`src/rtl/mem_port_arbiter.sv`:
```
// -----------------------------------------------------------------------------
// mem_port_arbiter
//
// Shares one single-port unified memory between the instruction-fetch port and
// the data load/store port. Each access is an ISSUE cycle (memory command),
// followed by a fixed-latency WAIT, and ends with a one-cycle response to the
// port that owns the access. The next access can be arbitrated on the response
// edge, so back-to-back accesses run at one per MEM_LAT + 1 cycles.
//
// Configuration macro:
//   MEM_ARB_RR_EN  defined   : round-robin on a tie, using a last_owner flop.
//                  undefined : fixed priority, data wins over fetch.
//
// Parameters:
//   ADDR_W   address width of all ports
//   DATA_W   data width; byte-enable width is DATA_W/8
//   MEM_LAT  cycles from the memory command to valid m_rdata (>= 1)
//
// Ports:
//   clk, rst                 clock, synchronous active-high reset
//   i_req/i_addr             fetch request (held until i_gnt)
//   i_gnt/i_rvalid/i_rdata   fetch grant pulse, response pulse, read data
//   d_req/d_we/d_be/d_addr/d_wdata   data request (held until d_gnt)
//   d_gnt/d_rvalid/d_rdata   data grant pulse, response/write-ack, load data
//   m_en/m_we/m_be/m_addr/m_wdata    memory command (m_en only in ISSUE)
//   m_rdata                  memory read data, valid MEM_LAT cycles after m_en
//   busy                     high whenever the arbiter is not IDLE
// -----------------------------------------------------------------------------
module mem_port_arbiter #(
  parameter int unsigned ADDR_W  = 32,
  parameter int unsigned DATA_W  = 32,
  parameter int unsigned MEM_LAT = 2
) (
  input  logic                  clk,
  input  logic                  rst,
  // fetch port
  input  logic                  i_req,
  input  logic [ADDR_W-1:0]     i_addr,
  output logic                  i_gnt,
  output logic                  i_rvalid,
  output logic [DATA_W-1:0]     i_rdata,
  // data port
  input  logic                  d_req,
  input  logic                  d_we,
  input  logic [DATA_W/8-1:0]   d_be,
  input  logic [ADDR_W-1:0]     d_addr,
  input  logic [DATA_W-1:0]     d_wdata,
  output logic                  d_gnt,
  output logic                  d_rvalid,
  output logic [DATA_W-1:0]     d_rdata,
  // memory macro
  output logic                  m_en,
  output logic                  m_we,
  output logic [DATA_W/8-1:0]   m_be,
  output logic [ADDR_W-1:0]     m_addr,
  output logic [DATA_W-1:0]     m_wdata,
  input  logic [DATA_W-1:0]     m_rdata,
  // status
  output logic                  busy
);

  localparam int unsigned BE_W  = DATA_W / 8;
  localparam int unsigned CNT_W = $clog2(MEM_LAT + 1);

  localparam logic OWN_FETCH = 1'b0;
  localparam logic OWN_DATA  = 1'b1;

  typedef enum logic [1:0] {
    ST_IDLE  = 2'd0,
    ST_ISSUE = 2'd1,
    ST_WAIT  = 2'd2
  } state_e;

  state_e             state_q, state_d;
  logic               owner_q, owner_d;
  logic [CNT_W-1:0]   lat_cnt_q, lat_cnt_d;

  logic               m_en_q, m_en_d;
  logic               m_we_q, m_we_d;
  logic [BE_W-1:0]    m_be_q, m_be_d;
  logic [ADDR_W-1:0]  m_addr_q, m_addr_d;
  logic [DATA_W-1:0]  m_wdata_q, m_wdata_d;
  logic               i_gnt_q, i_gnt_d;
  logic               d_gnt_q, d_gnt_d;
  logic               i_rvalid_q, i_rvalid_d;
  logic               d_rvalid_q, d_rvalid_d;
  logic               busy_q, busy_d;

  logic               any_req;
  logic               resp_cyc;
  logic               arb_fire;
  logic               win_data;
  logic               rsp_next;

  assign any_req  = i_req | d_req;
  // Final WAIT cycle: memory data is valid and the next access may be arbitrated.
  assign resp_cyc = (state_q == ST_WAIT) && (lat_cnt_q == CNT_W'(1));

  // Winner selection (1 = data port)
`ifdef MEM_ARB_RR_EN
  logic last_owner_q;

  always_comb begin : winner_rr
    win_data = d_req;
    if (d_req && i_req) begin
      win_data = (last_owner_q == OWN_FETCH);
    end
  end

  // Owner of the most recent ISSUE, used to break the next tie.
  always_ff @(posedge clk) begin : last_owner_reg
    if (rst) begin
      last_owner_q <= OWN_FETCH;
    end else if (arb_fire) begin
      last_owner_q <= win_data;
    end
  end
`else
  assign win_data = d_req;
`endif

  // State register
  always_ff @(posedge clk) begin : state_reg
    if (rst) begin
      state_q <= ST_IDLE;
    end else begin
      state_q <= state_d;
    end
  end

  // Next-state logic; arb_fire marks an arbitration edge
  always_comb begin : next_state
    state_d  = state_q;
    arb_fire = 1'b0;
    unique case (state_q)
      ST_IDLE: begin
        if (any_req) begin
          state_d  = ST_ISSUE;
          arb_fire = 1'b1;
        end
      end
      ST_ISSUE: begin
        state_d = ST_WAIT;
      end
      ST_WAIT: begin
        if (resp_cyc) begin
          if (any_req) begin
            state_d  = ST_ISSUE;
            arb_fire = 1'b1;
          end else begin
            state_d = ST_IDLE;
          end
        end
      end
      default: begin
        state_d = ST_IDLE;
      end
    endcase
  end

  // Output logic: next values of the registered outputs and datapath
  always_comb begin : output_next
    owner_d   = owner_q;
    lat_cnt_d = lat_cnt_q;
    m_we_d    = m_we_q;
    m_be_d    = m_be_q;
    m_addr_d  = m_addr_q;
    m_wdata_d = m_wdata_q;

    // Command fields are captured on the arbitration edge and held afterwards.
    if (arb_fire) begin
      owner_d = win_data;
      if (win_data) begin
        m_we_d    = d_we;
        m_be_d    = d_be;
        m_addr_d  = d_addr;
        m_wdata_d = d_wdata;
      end else begin
        m_we_d    = 1'b0;
        m_be_d    = {BE_W{1'b1}};
        m_addr_d  = i_addr;
        m_wdata_d = {DATA_W{1'b0}};
      end
    end

    if (state_q == ST_ISSUE) begin
      lat_cnt_d = CNT_W'(MEM_LAT);
    end else if (state_q == ST_WAIT) begin
      lat_cnt_d = lat_cnt_q - CNT_W'(1);
    end

    // Pulses are registered, so decode them from the state being entered.
    rsp_next   = (state_d == ST_WAIT) && (lat_cnt_d == CNT_W'(1));
    m_en_d     = (state_d == ST_ISSUE);
    i_gnt_d    = m_en_d && (owner_d == OWN_FETCH);
    d_gnt_d    = m_en_d && (owner_d == OWN_DATA);
    i_rvalid_d = rsp_next && (owner_d == OWN_FETCH);
    d_rvalid_d = rsp_next && (owner_d == OWN_DATA);
    busy_d     = (state_d != ST_IDLE);
  end

  // Datapath and output registers
  always_ff @(posedge clk) begin : out_regs
    if (rst) begin
      owner_q    <= OWN_FETCH;
      lat_cnt_q  <= '0;
      m_en_q     <= 1'b0;
      m_we_q     <= 1'b0;
      m_be_q     <= '0;
      m_addr_q   <= '0;
      m_wdata_q  <= '0;
      i_gnt_q    <= 1'b0;
      d_gnt_q    <= 1'b0;
      i_rvalid_q <= 1'b0;
      d_rvalid_q <= 1'b0;
      busy_q     <= 1'b0;
    end else begin
      owner_q    <= owner_d;
      lat_cnt_q  <= lat_cnt_d;
      m_en_q     <= m_en_d;
      m_we_q     <= m_we_d;
      m_be_q     <= m_be_d;
      m_addr_q   <= m_addr_d;
      m_wdata_q  <= m_wdata_d;
      i_gnt_q    <= i_gnt_d;
      d_gnt_q    <= d_gnt_d;
      i_rvalid_q <= i_rvalid_d;
      d_rvalid_q <= d_rvalid_d;
      busy_q     <= busy_d;
    end
  end

  assign m_en     = m_en_q;
  assign m_we     = m_we_q;
  assign m_be     = m_be_q;
  assign m_addr   = m_addr_q;
  assign m_wdata  = m_wdata_q;
  assign i_gnt    = i_gnt_q;
  assign d_gnt    = d_gnt_q;
  assign i_rvalid = i_rvalid_q;
  assign d_rvalid = d_rvalid_q;
  assign busy     = busy_q;

  // Read data is only passed through in the owner's response cycle; a store
  // response is a pure acknowledge and returns zero.
  assign i_rdata = i_rvalid_q ? m_rdata : {DATA_W{1'b0}};
  assign d_rdata = (d_rvalid_q && !m_we_q) ? m_rdata : {DATA_W{1'b0}};

endmodule

```
`config.mk`:
```
export PLATFORM = sky130hd
export DESIGN_NAME = mem_port_arbiter
export DESIGN_NICKNAME = d
export VERILOG_FILES = /design/src/rtl/mem_port_arbiter.sv
export SDC_FILE = /design/constraint.sdc
export NUM_CORES = 1
export LEC_CHECK = 0
export BUFFER_PORTS_ARGS = -buffer_cell sky130_fd_sc_hd__buf_2
export CAP_MARGIN = 20
export CORE_MARGIN = 2
export CORE_UTILIZATION = 35
export DETAILED_ROUTE_END_ITERATION = 10
export MAX_ROUTING_LAYER = met4
export PLACE_DENSITY = 0.71
export SLEW_MARGIN = 10
export SYNTH_ARGS = -nofsm -noshare
export SYNTH_HDL_FRONTEND = slang
export SYNTH_SLANG_ARGS = --single-unit
```
`constraint.sdc`:
```
create_clock -name clk -period 1.73 [get_ports clk]
set_input_delay 0.4325 -clock clk [delete_from_list [all_inputs] [get_ports clk]]
set_output_delay 0.4325 -clock clk [all_outputs]
set_load 0.03 [all_outputs]
```
### Yosys cells after proc, flatten, opt, wreduce, memory -nomap -nowiden

Index checks and enable logic that the tools add are counted.

* $add $sub $neg: 1
* equal/unequal tests: 6
* mux-type cells: 16
* bitwise operators: 2
* reductions and logical operators: 10

Operators with widths (number)
* 32-bit two-way mux: 4
* 2-bit by 1-bit == test with 1-bit output, second input constant: 4
* 2-bit two-way mux: 4
* 1-bit logical AND: 7
* 2-bit one-hot mux with 3 select lines: 1
* 1-bit two-way mux: 5
* 2-bit == test, second input constant: 2
* 4-bit two-way mux: 1
* 2-bit logical NOT: 1
* 1-bit one-hot mux with 2 select lines: 1
* 2-bit nonzero test: 1
* 2-bit by 1-bit subtractor with 2-bit output, second input constant: 1
* 1-bit logical NOT: 1
* 1-bit inverter: 1
* 1-bit OR: 1

* register bits after elaboration: 80
* bits of input ports: 137
* output and inout port bits: 139
* word-level logic and storage cells: 48

### Depth between registers and ports, before layout

Gate-level depths: netlist of run 1.

* depth in word-level cells: 7
* depth in mapped cells: 8
* gate-level depth less buffers: 5

### Worst setup path before layout of run 1

Ideal clock, no wire load.

* path type: reg2out
* start: register d_rvalid_q (netlist: d_rvalid)
* end: output d_rdata[10]
* data arrival time: 1281 ps
* required time: 1297 ps
* slack: 17 ps
* cell stages (with the launch flop): 4
* buffers on the path: 1
* cell sequence: dfxtp_1 -> nor2b_1 -> clkbuf_1 -> and2_1

* longest elaborated chain between the ends: 2

RTL lines
* start: declaration: RTL line 86 `logic d_rvalid_q, d_rvalid_d;`
* start signal: assignment: RTL line 228 `d_rvalid_q <= d_rvalid_d;`
* 1-bit logical AND: RTL line 247 `assign d_rdata = (d_rvalid_q && !m_we_q) ? m_rdata : {DATA_W{1'b0}};`
* 32-bit two-way mux: RTL line 247
* end: declaration: RTL line 50 `output logic [DATA_W-1:0] d_rdata,`

No other way between the ends.

### Worst setup path in the final report of run 1

* start: register d_rvalid_q (netlist: d_rvalid)
* end: output d_rdata[31]

The elaborated chain is that of the path after synthesis.

==> flow_summary.toml, run 1 <==
[run_status]
run_status = "finished, violations left"
failed_checks = "negative setup slack"

[power]
power_density_nw_per_um2 = 878
power.static_leakage_nw = 2.91
peakVddDrop_mv = 0.478

[sta]
finalWorstSetupSlack_ns = -0.0234
finalCritPeriodShare_pct = 101
grt_setup_unrepaired = "yes"
maxSlewViolCount = 0
report.final.hold_viol_count = 0
setup_viol_count_final = 28
slew_limit_headroom_pct = 60.0
finalCriticalPeriod_ns = 1.75
totalNegativeSetupSlack_ns = -0.282
max_slew.worst_pin.slew_ns = 0.600
clock_skew_ns = 0.00775
maxClockFrequency_ghz = 0.570

[critical_path]
critical_path.startpoint_type = "flip-flop"
critPathMostFrequentCell = "sky130_fd_sc_hd__buf_6"
capture_point_of_the_critical_path = "d_rdata[31]"
cpPeakStageDelay_ns = 0.33
worst-endpoint-required_ns = 1.30
crit_start = "d_rvalid"
critPathArrivalTime_ns = 1.32
r2r-end = "m_wdata[14]"
crit_slowest_cell = "sky130_fd_sc_hd__dfxtp_2"
setup.worst_path.class = "flip-flop to output port"
critical_path_peak_fanout = 8
kind_of_capture_point_of_the_worst_setup_path = "output port"
regToRegSetupSlack_ns = 0.14
r2r-start = "lat_cnt_q[1]"
ordered_cell_list_for_the_critical_path = "nor2b_4 -> buf_6 -> and2_4 -> buf_6"
reg2regPathDepth = 6

[synth]
synth_warnings = 0
yosys.cell_count.top_type = "sky130_fd_sc_hd__dfxtp_1"
synth_largest_type_area_fraction_pct = 43.6
ys_top_cells_by_count = "80 x sky130_fd_sc_hd__dfxtp_1, 64 x sky130_fd_sc_hd__and2_1, 34 x sky130_fd_sc_hd__mux2i_1"
synthesis.area_per_instance_um2 = 10.5
total_of_flip_flops_plus_latches_after_synthesis = 80
asr_flop_ratio_synth_pct = 0
synth_fp_nets = 489
ys_top_cells_by_area = "sky130_fd_sc_hd__dfxtp_1 44%, sky130_fd_sc_hd__and2_1 11%, sky130_fd_sc_hd__a211oi_2 10%"
synth_seq_area_share_pct = 43.6
number_of_distinct_standard_cells_referenced_by_the_synthesized_netlist = 30
syn-cell-area_um2 = 3680
synth_edf_count = 0
ys.flop_type = "sky130_fd_sc_hd__dfxtp_1"
netlist.top_cell.by_area = "sky130_fd_sc_hd__dfxtp_1"
number_of_instances_in_the_synthesized_netlist = 351

[worst_hold_path]
timing.hold.worst.class = "input pin to flip-flop"

[die]
die_height_um = 106
placement_rows = 37
io-pin-count = 276
die_x_um = 106
die_area_um2 = 11300
floorplan.initialDensity_pct = 35.8
floorplan.core_area_um2 = 10300

[route]
length_of_the_first_detailed_routing_pass_in_iterations = 4
routed_wl_um = 12100
antenna_left = 0
detail_route.drc_violations = 0
via_per_inst = 4.95
vias = 3739
routed_wire_length_per_instance_um = 16.0
first_drt_iteration_drcs = 137

[clocking]
insertion_delay_ns = 0.34
postCtsSetupBuffers = 0
clk_slew_on_worst_s_h_paths_ns = 0.09
cts_tree = "built"
max-clock-path-buffers = 2
ctsHtreeMaxLevel = 3
root_driver = "sky130_fd_sc_hd__clkbuf_8"
cts_num_sinks = 80
cts_made_buffers = 9

[placement]
place.gp.congestion = 0.732
hpwl_um = 8530
port-buffer-count = 275
dp_worst_setup_slack_ns = 0.0776

[grt]
grt.overflow.total = 0
grt_start_max_net_pins = 41
vias_in_the_first_global_route = 3672
grt_pass1_wl_um = 17900
antenna_found_initial = 0
grtUsageTotal_pct = 20.3

[cells_and_area]
insertedDiodeCount = 0
layout-drive-gt1-share_pct = 60.6
final_nets = 752
syn_to_final_growth_pct = 55.3

[run]
cap_violations = 0
## placed cells by master (no fill, tap or decap), types with 2 or more instances in the layout
| cell | netlist | routed |
|---|---|---|
| sky130_fd_sc_hd__a211oi_1 | 3 | 2 |
| sky130_fd_sc_hd__a211oi_2 | 30 | 31 |
| sky130_fd_sc_hd__a21oi_1 | 4 | 4 |
| sky130_fd_sc_hd__a22o_1 | 33 | 33 |
| sky130_fd_sc_hd__a31oi_1 | 32 | 32 |
| sky130_fd_sc_hd__and2_1 | 64 | 34 |
| sky130_fd_sc_hd__and2_4 | 0 | 30 |
| sky130_fd_sc_hd__buf_12 | 0 | 5 |
| sky130_fd_sc_hd__buf_2 | 10 | 243 |
| sky130_fd_sc_hd__buf_4 | 0 | 7 |
| sky130_fd_sc_hd__buf_6 | 6 | 36 |
| sky130_fd_sc_hd__clkbuf_8 | 0 | 9 |
| sky130_fd_sc_hd__clkinvlp_4 | 0 | 2 |
| sky130_fd_sc_hd__dfxtp_1 | 80 | 78 |
| sky130_fd_sc_hd__dfxtp_2 | 0 | 2 |
| sky130_fd_sc_hd__inv_1 | 2 | 2 |
| sky130_fd_sc_hd__inv_6 | 0 | 3 |
| sky130_fd_sc_hd__mux2i_1 | 34 | 34 |
| sky130_fd_sc_hd__nor2_1 | 6 | 6 |
| sky130_fd_sc_hd__nor2b_1 | 3 | 2 |
| sky130_fd_sc_hd__nor3_1 | 2 | 2 |
| sky130_fd_sc_hd__o221a_1 | 4 | 4 |
## layer usage
metal | wire [µm] | vias to the layer above | global-route usage (%)
met2 | 6020 | 169 | 35.3
met3 | 841 | 18 | 4.29
li1 | - | 1814 | -
met5 | 0 | - | -
met4 | 256 | 0 | 6.59
met1 | 4950 | 1738 | 23.3
## worst max-delay path: cells and delay by family (launching register included)
family	cells	cell delay (ns)
simple gates	2	0.35
flops	1	0.33
buf+inv	2	0.29
## final cells by class
type / count / area [µm²]
inverters: 3 / 11.3
multi-input cells: 229 / 1950
well taps: 136 / 170
clock inverters: 7 / 76.3
repair buffers: 291 / 1770
clock buffers: 9 / 124
flip-flops and latches: 80 / 1600
fillers: 928 / 4570
## per-stage QoR
step / std cells / utilization (%) / instance area [µm²] / hold slack, ns / total power, mW
floorplan: 351 / - / 3680 / 0.493 / 3.17
global placement: 736 / 50.4 / 5180 / 0.457 / 3.62
detailed placement: 736 / 50.4 / 5180 / 0.459 / 3.65
CTS: 755 / 55.1 / 5660 / 0.276 / 5.05
global route: 755 / 55.6 / 5710 / 0.283 / 5.24
finish: 755 / 55.6 / 5710 / 0.293 / 5.01
## power by group
part / internal [mW] / switching (mW) / leakage (nW)
clock network: 0.679 / 0.696 / 0.0966
registers: 2.04 / 0.105 / 0.662
logic: 0.563 / 0.931 / 2.15
total: 3.28 / 1.73 / 2.91
## worst min path at each step
| stage | start | to | slack [ns] | cells past startpoint |
|---|---|---|---|---|
| after floorplan | owner_q | d_rvalid | 0.49 | 2 |
| after global placement | m_wdata[13] | m_wdata[13] | 0.46 | 1 |
| after detailed placement | m_wdata[17] | m_wdata[17] | 0.46 | 1 |
| after CTS | d_wdata[26] | m_wdata[26] | 0.28 | 2 |
| after global routing | d_wdata[26] | m_wdata[26] | 0.28 | 2 |
| final | d_wdata[26] | m_wdata[26] | 0.29 | 2 |
## state kept, by name, summed over array words and instances (netlist names)
| register | cells |
|---|---|
| m_be | 4 |
| d_rvalid | 1 |
| state_q | 2 |
| m_we | 1 |
| lat_cnt_q | 2 |
| busy | 1 |
| m_addr | 32 |
| i_rvalid | 1 |
| owner_q | 1 |
| m_wdata | 32 |
| i_gnt | 1 |
| m_en | 1 |
| d_gnt | 1 |
## cell families after synthesis
| family | count (synthesis) | synth area share (%) |
|---|---|---|
| muxes | 34 | 9.26 |
| AOI/OAI and AO/OA | 108 | 26.6 |
| xor gates and xnor gates | 1 | 0.238 |
| buffers and inverters | 42 | 5.85 |
| and+or+nand+nor | 85 | 14.1 |
| adders and majority gates | 1 | 0.340 |
| DFF | 80 | 43.6 |
## what timing repair did
| item | CTS | global route |
|---|---|---|
| pin swaps | 13 | 15 |
| hold buffers | 0 | 0 |
| gates cloned | 3 | 0 |
| endpoints found under the setup margin | 34 | 34 |
| resized for setup | 89 | 18 |
Power figures use the tool's default switching activity.
==> inputs of run 2 (changes only) <==
==> constraint.sdc (replaced) <==
create_clock -name clk -period 1.73 [get_ports clk]
set_input_delay 0.0865 -clock clk [delete_from_list [all_inputs] [get_ports clk]]
set_output_delay 0.0865 -clock clk [all_outputs]
set_load 0.03 [all_outputs]
==> flow_summary.toml, run 2 (synthesized netlist as in run 1, its figures left out) <==
[power]
power.static_leakage_nw = 2.97
power_density_nw_per_um2 = 866
peakVddDrop_mv = 0.491

[route]
vias = 3906
routed_wire_length_per_instance_um = 15.8
detail_route.drc_violations = 0
antenna_left = 0
length_of_the_first_detailed_routing_pass_in_iterations = 4
via_per_inst = 4.94
routed_wl_um = 12500
first_drt_iteration_drcs = 176

[sta]
max_slew.worst_pin.slew_ns = 0.572
finalWorstSetupSlack_ns = 0.121
finalCritPeriodShare_pct = 93.0
report.final.hold_viol_count = 0
finalCriticalPeriod_ns = 1.61
maxClockFrequency_ghz = 0.622
slew_limit_headroom_pct = 61.9
grt_setup_unrepaired = "no"
maxSlewViolCount = 0
clock_skew_ns = 0.00932
setup_viol_count_final = 0

[clocking]
clk_slew_on_worst_s_h_paths_ns = 0.09
cts_num_sinks = 80
postCtsSetupBuffers = 0
cts_tree = "built"
root_driver = "sky130_fd_sc_hd__clkbuf_8"
ctsHtreeMaxLevel = 3
cts_made_buffers = 9
max-clock-path-buffers = 2
insertion_delay_ns = 0.35

[placement]
place.gp.congestion = 0.706
port-buffer-count = 275
hpwl_um = 8550
postPlaceCellArea_um2 = 5150
dp_worst_setup_slack_ns = -0.0650

[critical_path]
setup.worst_path.class = "flip-flop to flip-flop"
critPathArrivalTime_ns = 1.85
kind_of_capture_point_of_the_worst_setup_path = "flip-flop"
critical_path_peak_fanout = 34
worst-endpoint-required_ns = 1.97
critical_path.startpoint_type = "flip-flop"

[die]
floorplan.core_area_um2 = 10300
floorplan.initialDensity_pct = 35.8
placement_rows = 37
die_x_um = 106
io-pin-count = 276
die_height_um = 106
die_area_um2 = 11300

[worst_hold_path]
timing.hold.worst.class = "input pin to flip-flop"

[cells_and_area]
fin_area_um2 = 5720
layout-drive-gt1-share_pct = 51.7
syn_to_final_growth_pct = 55.5
most_frequent_standard_cell_in_the_layout_excluding_fill_and_tap_cells = "sky130_fd_sc_hd__buf_2"
final_nets = 787
final_cell_mix = "275 x sky130_fd_sc_hd__buf_2, 80 x sky130_fd_sc_hd__dfxtp_1, 64 x sky130_fd_sc_hd__and2_1, 38 x sky130_fd_sc_hd__dlygate4sd3_1, 34 x sky130_fd_sc_hd__mux2i_1"
fill_cell_instance_count_of_the_final_layout = 929
insertedDiodeCount = 0
multi_input_gate_area_um2 = 1870
sequential_cell_area_um2 = 1600

[run]
cap_violations = 0

[grt]
grt.overflow.total = 0
grtUsageTotal_pct = 21.3
grt_start_max_net_pins = 39
vias_in_the_first_global_route = 3773
antenna_found_initial = 0
grt_pass1_wl_um = 18700

[run_status]
run_status = "completed"
==> run 2: cell types whose count changed in the layout (fill, tap and decap cells not counted), sizes merged <==
cell,before,now
bufinv,1,0
clkinvlp,2,3
dlygate4sd3,0,38
and3,2,3
buf,291,287
==> run 2: per-stage QoR <==
stage | total power, mW | hold slack (ns) | util (%) | cells | setup TNS (ns)
floorplan | 3.17 | 0.212 | - | 351 | 0
global placement | 3.61 | 0.297 | 50.1 | 735 | 0
detailed placement | 3.64 | 0.302 | 50.1 | 735 | -0.690
CTS | 4.99 | 0.0767 | 55.6 | 790 | 0
global route | 5.20 | 0.116 | 55.6 | 790 | 0
finish | 4.95 | 0.0998 | 55.6 | 790 | 0
==> run 2: path summary, 6_finish.rpt <==
check | from | endpoint | slack (ns) | cells after the start
setup / recovery | lat_cnt_q[1] | m_wdata[1] | 0.12 | 6
hold / removal | i_addr[1] | m_addr[1] | 0.1 | 3
setup reg to reg | lat_cnt_q[1] | m_wdata[1] | 0.12 | 6
hold reg to reg | m_wdata[8] | m_wdata[8] | 0.48 | 1
==> run 2: timing repair <==
item,in CTS,in global routing
pin swaps,1,0
cloned,1,0
endpoints found under the hold margin,39,0
setup endpoints to repair,36,72
hold buffers,38,0
gates resized for setup,1,1
==> run 2: layer usage <==
layer,vias to the layer above,part of all wire (%),GRT usage [%]
li1,1879,-,-
met1,1806,41,24.5
met2,201,50,37.2
met4,0,1.9,6.59
met3,20,7.8,4.66
met5,-,0,-
==> run 2: final cells by class <==
type | instances | area share, %
multi-input combinational | 230 | 32.8
inverter | 3 | 0.197
clock inverter | 7 | 0.941
timing repair buffer | 325 | 33.0
tap | 136 | 2.98
sequential | 80 | 28.0
clock buffer | 9 | 2.17
==> run 2: worst max-delay path, stage by stage, from the launching register on <==
cell                       delay (ns)
sky130_fd_sc_hd__dfxtp_1         0.36
sky130_fd_sc_hd__inv_1           0.05
sky130_fd_sc_hd__ha_1            0.19
sky130_fd_sc_hd__nand2b_2        0.26
sky130_fd_sc_hd__and3_1          0.23
sky130_fd_sc_hd__buf_12          0.17
sky130_fd_sc_hd__a22o_1          0.21
==> run 2: power by group <==
part	total, mW	internal, mW	switching [mW]	leakage [nW]
Combinational	1.54	0.598	0.946	2.22
Clock	1.26	0.533	0.729	0.0827
Sequential	2.15	2.04	0.110	0.661
Total	4.95	3.17	1.79	2.97
==> inputs of run 3 (changes only) <==
Settings changed: CTS_BUF_LIST from default to sky130_fd_sc_hd__clkbuf_2.
==> flow_summary.toml, run 3 (synthesized netlist as in run 1, its figures left out) <==
[power]
power.share.clock_pct = 19.0
pnr_total_power_mw = 4.77
peakVddDrop_mv = 0.504
power_density_nw_per_um2 = 744
p_switching_mw = 1.80
internal_power_mw = 2.97
gate_power_share_pct = 35.8
share_of_total_power_in_sequential_cells_pct = 45.2
power.static_leakage_nw = 3.21
proportion_of_total_power_due_to_net_switching_pct = 37.8

[clocking]
ctsHtreeMaxLevel = 3
max-clock-path-buffers = 2
clk_slew_on_worst_s_h_paths_ns = 0.24
insertion_delay_ns = 0.51
cts_made_buffers = 9
cts_num_sinks = 80
cts_tree = "built"
root_driver = "sky130_fd_sc_hd__clkbuf_2"

[critical_path]
setup.worst_path.class = "flip-flop to output port"
worst-endpoint-required_ns = 1.64
worstPathBufferInverterCount = 2
kind_of_capture_point_of_the_worst_setup_path = "output port"
cpPeakStageDelay_ns = 0.39
critical_path_peak_fanout = 16
worst_path_dominant_cell_family = "flip-flops"
critical_path.startpoint_type = "flip-flop"
critPathArrivalTime_ns = 1.55
crit_slowest_cell = "sky130_fd_sc_hd__dfxtp_2"
ordered_cell_list_for_the_critical_path = "nor2b_4 -> buf_6 -> and2_1 -> buf_2"

[die]
die_x_um = 106
floorplan.core_area_um2 = 10300
placement_rows = 37
die_height_um = 106
floorplan.initialDensity_pct = 35.8
die_area_um2 = 11300
io-pin-count = 276

[sta]
finalCritPeriodShare_pct = 94.9
grt_setup_unrepaired = "yes"
clock_skew_ns = 0.0226
maxClockFrequency_ghz = 0.609
slew_limit_headroom_pct = 62.3
fin_worst_hold_slack_ns = 0.305
maxSlewViolCount = 0
report.final.hold_viol_count = 0
finalCriticalPeriod_ns = 1.64
max_slew.worst_pin.slew_ns = 0.566
setup_viol_count_final = 0

[worst_hold_path]
timing.hold.worst.class = "input pin to flip-flop"

[route]
routed_wl_um = 14000
routed_wire_length_per_instance_um = 16.3
length_of_the_first_detailed_routing_pass_in_iterations = 4
first_drt_iteration_drcs = 281
via_per_inst = 4.90
antenna_left = 0
vias = 4202
detail_route.drc_violations = 0

[grt]
grt_pass1_wl_um = 21000
vias_in_the_first_global_route = 4177
grtUsageTotal_pct = 23.9
grt.overflow.total = 0
grt_start_max_net_pins = 39
antenna_found_initial = 0

[cells_and_area]
layout-drive-gt1-share_pct = 47.4
postLayoutCoreUtil_pct = 62.4
fin_area_um2 = 6410
final_cell_mix = "245 x sky130_fd_sc_hd__buf_2, 104 x sky130_fd_sc_hd__dlygate4sd3_1, 79 x sky130_fd_sc_hd__dfxtp_1, 64 x sky130_fd_sc_hd__and2_1, 34 x sky130_fd_sc_hd__mux2i_1"
insertedDiodeCount = 0
most_frequent_standard_cell_in_the_layout_excluding_fill_and_tap_cells = "sky130_fd_sc_hd__buf_2"
syn_to_final_growth_pct = 74.4
final_nets = 855

[placement]
hpwl_um = 8550
place.gp.congestion = 0.706
postPlaceCellArea_um2 = 5150
port-buffer-count = 275

[run_status]
run_status = "completed"

[run]
cap_violations = 0
==> run 3: cell count changes in the layout (fill, tap and decap cells not counted), sizes merged <==
| cell | previous run | this run |
|---|---|---|
| dlygate4sd3 | 38 | 104 |
| buf | 287 | 259 |
| clkbuf | 9 | 39 |
==> run 3: worst reg2reg max path: stages, from the launching register on <==
cell and delay (ns):
sky130_fd_sc_hd__dfxtp_1 0.42, sky130_fd_sc_hd__inv_1 0.05, sky130_fd_sc_hd__ha_1 0.20, sky130_fd_sc_hd__nand2b_2 0.26, sky130_fd_sc_hd__and3_1 0.23, sky130_fd_sc_hd__buf_12 0.17
sky130_fd_sc_hd__a22o_1 0.23
==> run 3: through the flow <==
stage	worst slack, ns	setup TNS, ns	cells
2_1_floorplan	0.146	0	351
3_3_place_gp	0.00680	0	735
3_5_place_dp	-0.0650	-0.690	735
4_1_cts	0.0126	0	857
5_1_grt	-0.0388	-0.420	858
6_report	0.0889	0	858
==> run 3: what timing repair did <==
action | CTS | global route
hold buffers | 104 | 0
pin swaps | 1 | 0
endpoints found under the hold margin | 74 | 0
setup buffers | 0 | 1
cloned | 2 | 0
gates resized for setup | 7 | 32
endpoints found under the setup margin | 67 | 100
==> run 3: layout make-up <==
| type | instances | area (µm²) |
|---|---|---|
| flip-flops and latches | 80 | 1600 |
| inverters | 3 | 11.3 |
| multi-input cells | 230 | 1880 |
| clock inverters | 7 | 53.8 |
| well taps | 136 | 170 |
| fillers | 842 | 3870 |
| repair buffers | 393 | 2650 |
| clock buffers | 9 | 45.0 |
==> run 3: worst paths after layout <==
check / from / to / slack (ns) / cells past startpoint
worst max-delay path: d_rvalid / d_rdata[16] / 0.09 / 4
worst min-delay path: d_wdata[22] / m_wdata[22] / 0.30 / 3
worst max register to register: lat_cnt_q[1] / m_wdata[1] / 0.10 / 6
worst min register to register: m_wdata[8] / m_wdata[8] / 0.51 / 1
==> run 3: layer usage <==
layer	vias up	wire length (µm)	global-route usage, %
met1	1990	5530	26.4
met2	175	7280	43.4
met5	-	0	-
met3	19	872	4.90
li1	2018	-	-
met4	0	283	7.05
==> run 3: power groups by stage <==
stage / Clock (mW) / Combinational, mW / Sequential (mW)
after detailed placement: 0 / 1.46 / 2.18
after global placement: 0 / 1.43 / 2.18
after global routing: 1.02 / 1.81 / 2.18
final: 0.907 / 1.71 / 2.16
after CTS: 0.934 / 1.68 / 2.15
after floorplan: 0 / 0.641 / 2.53
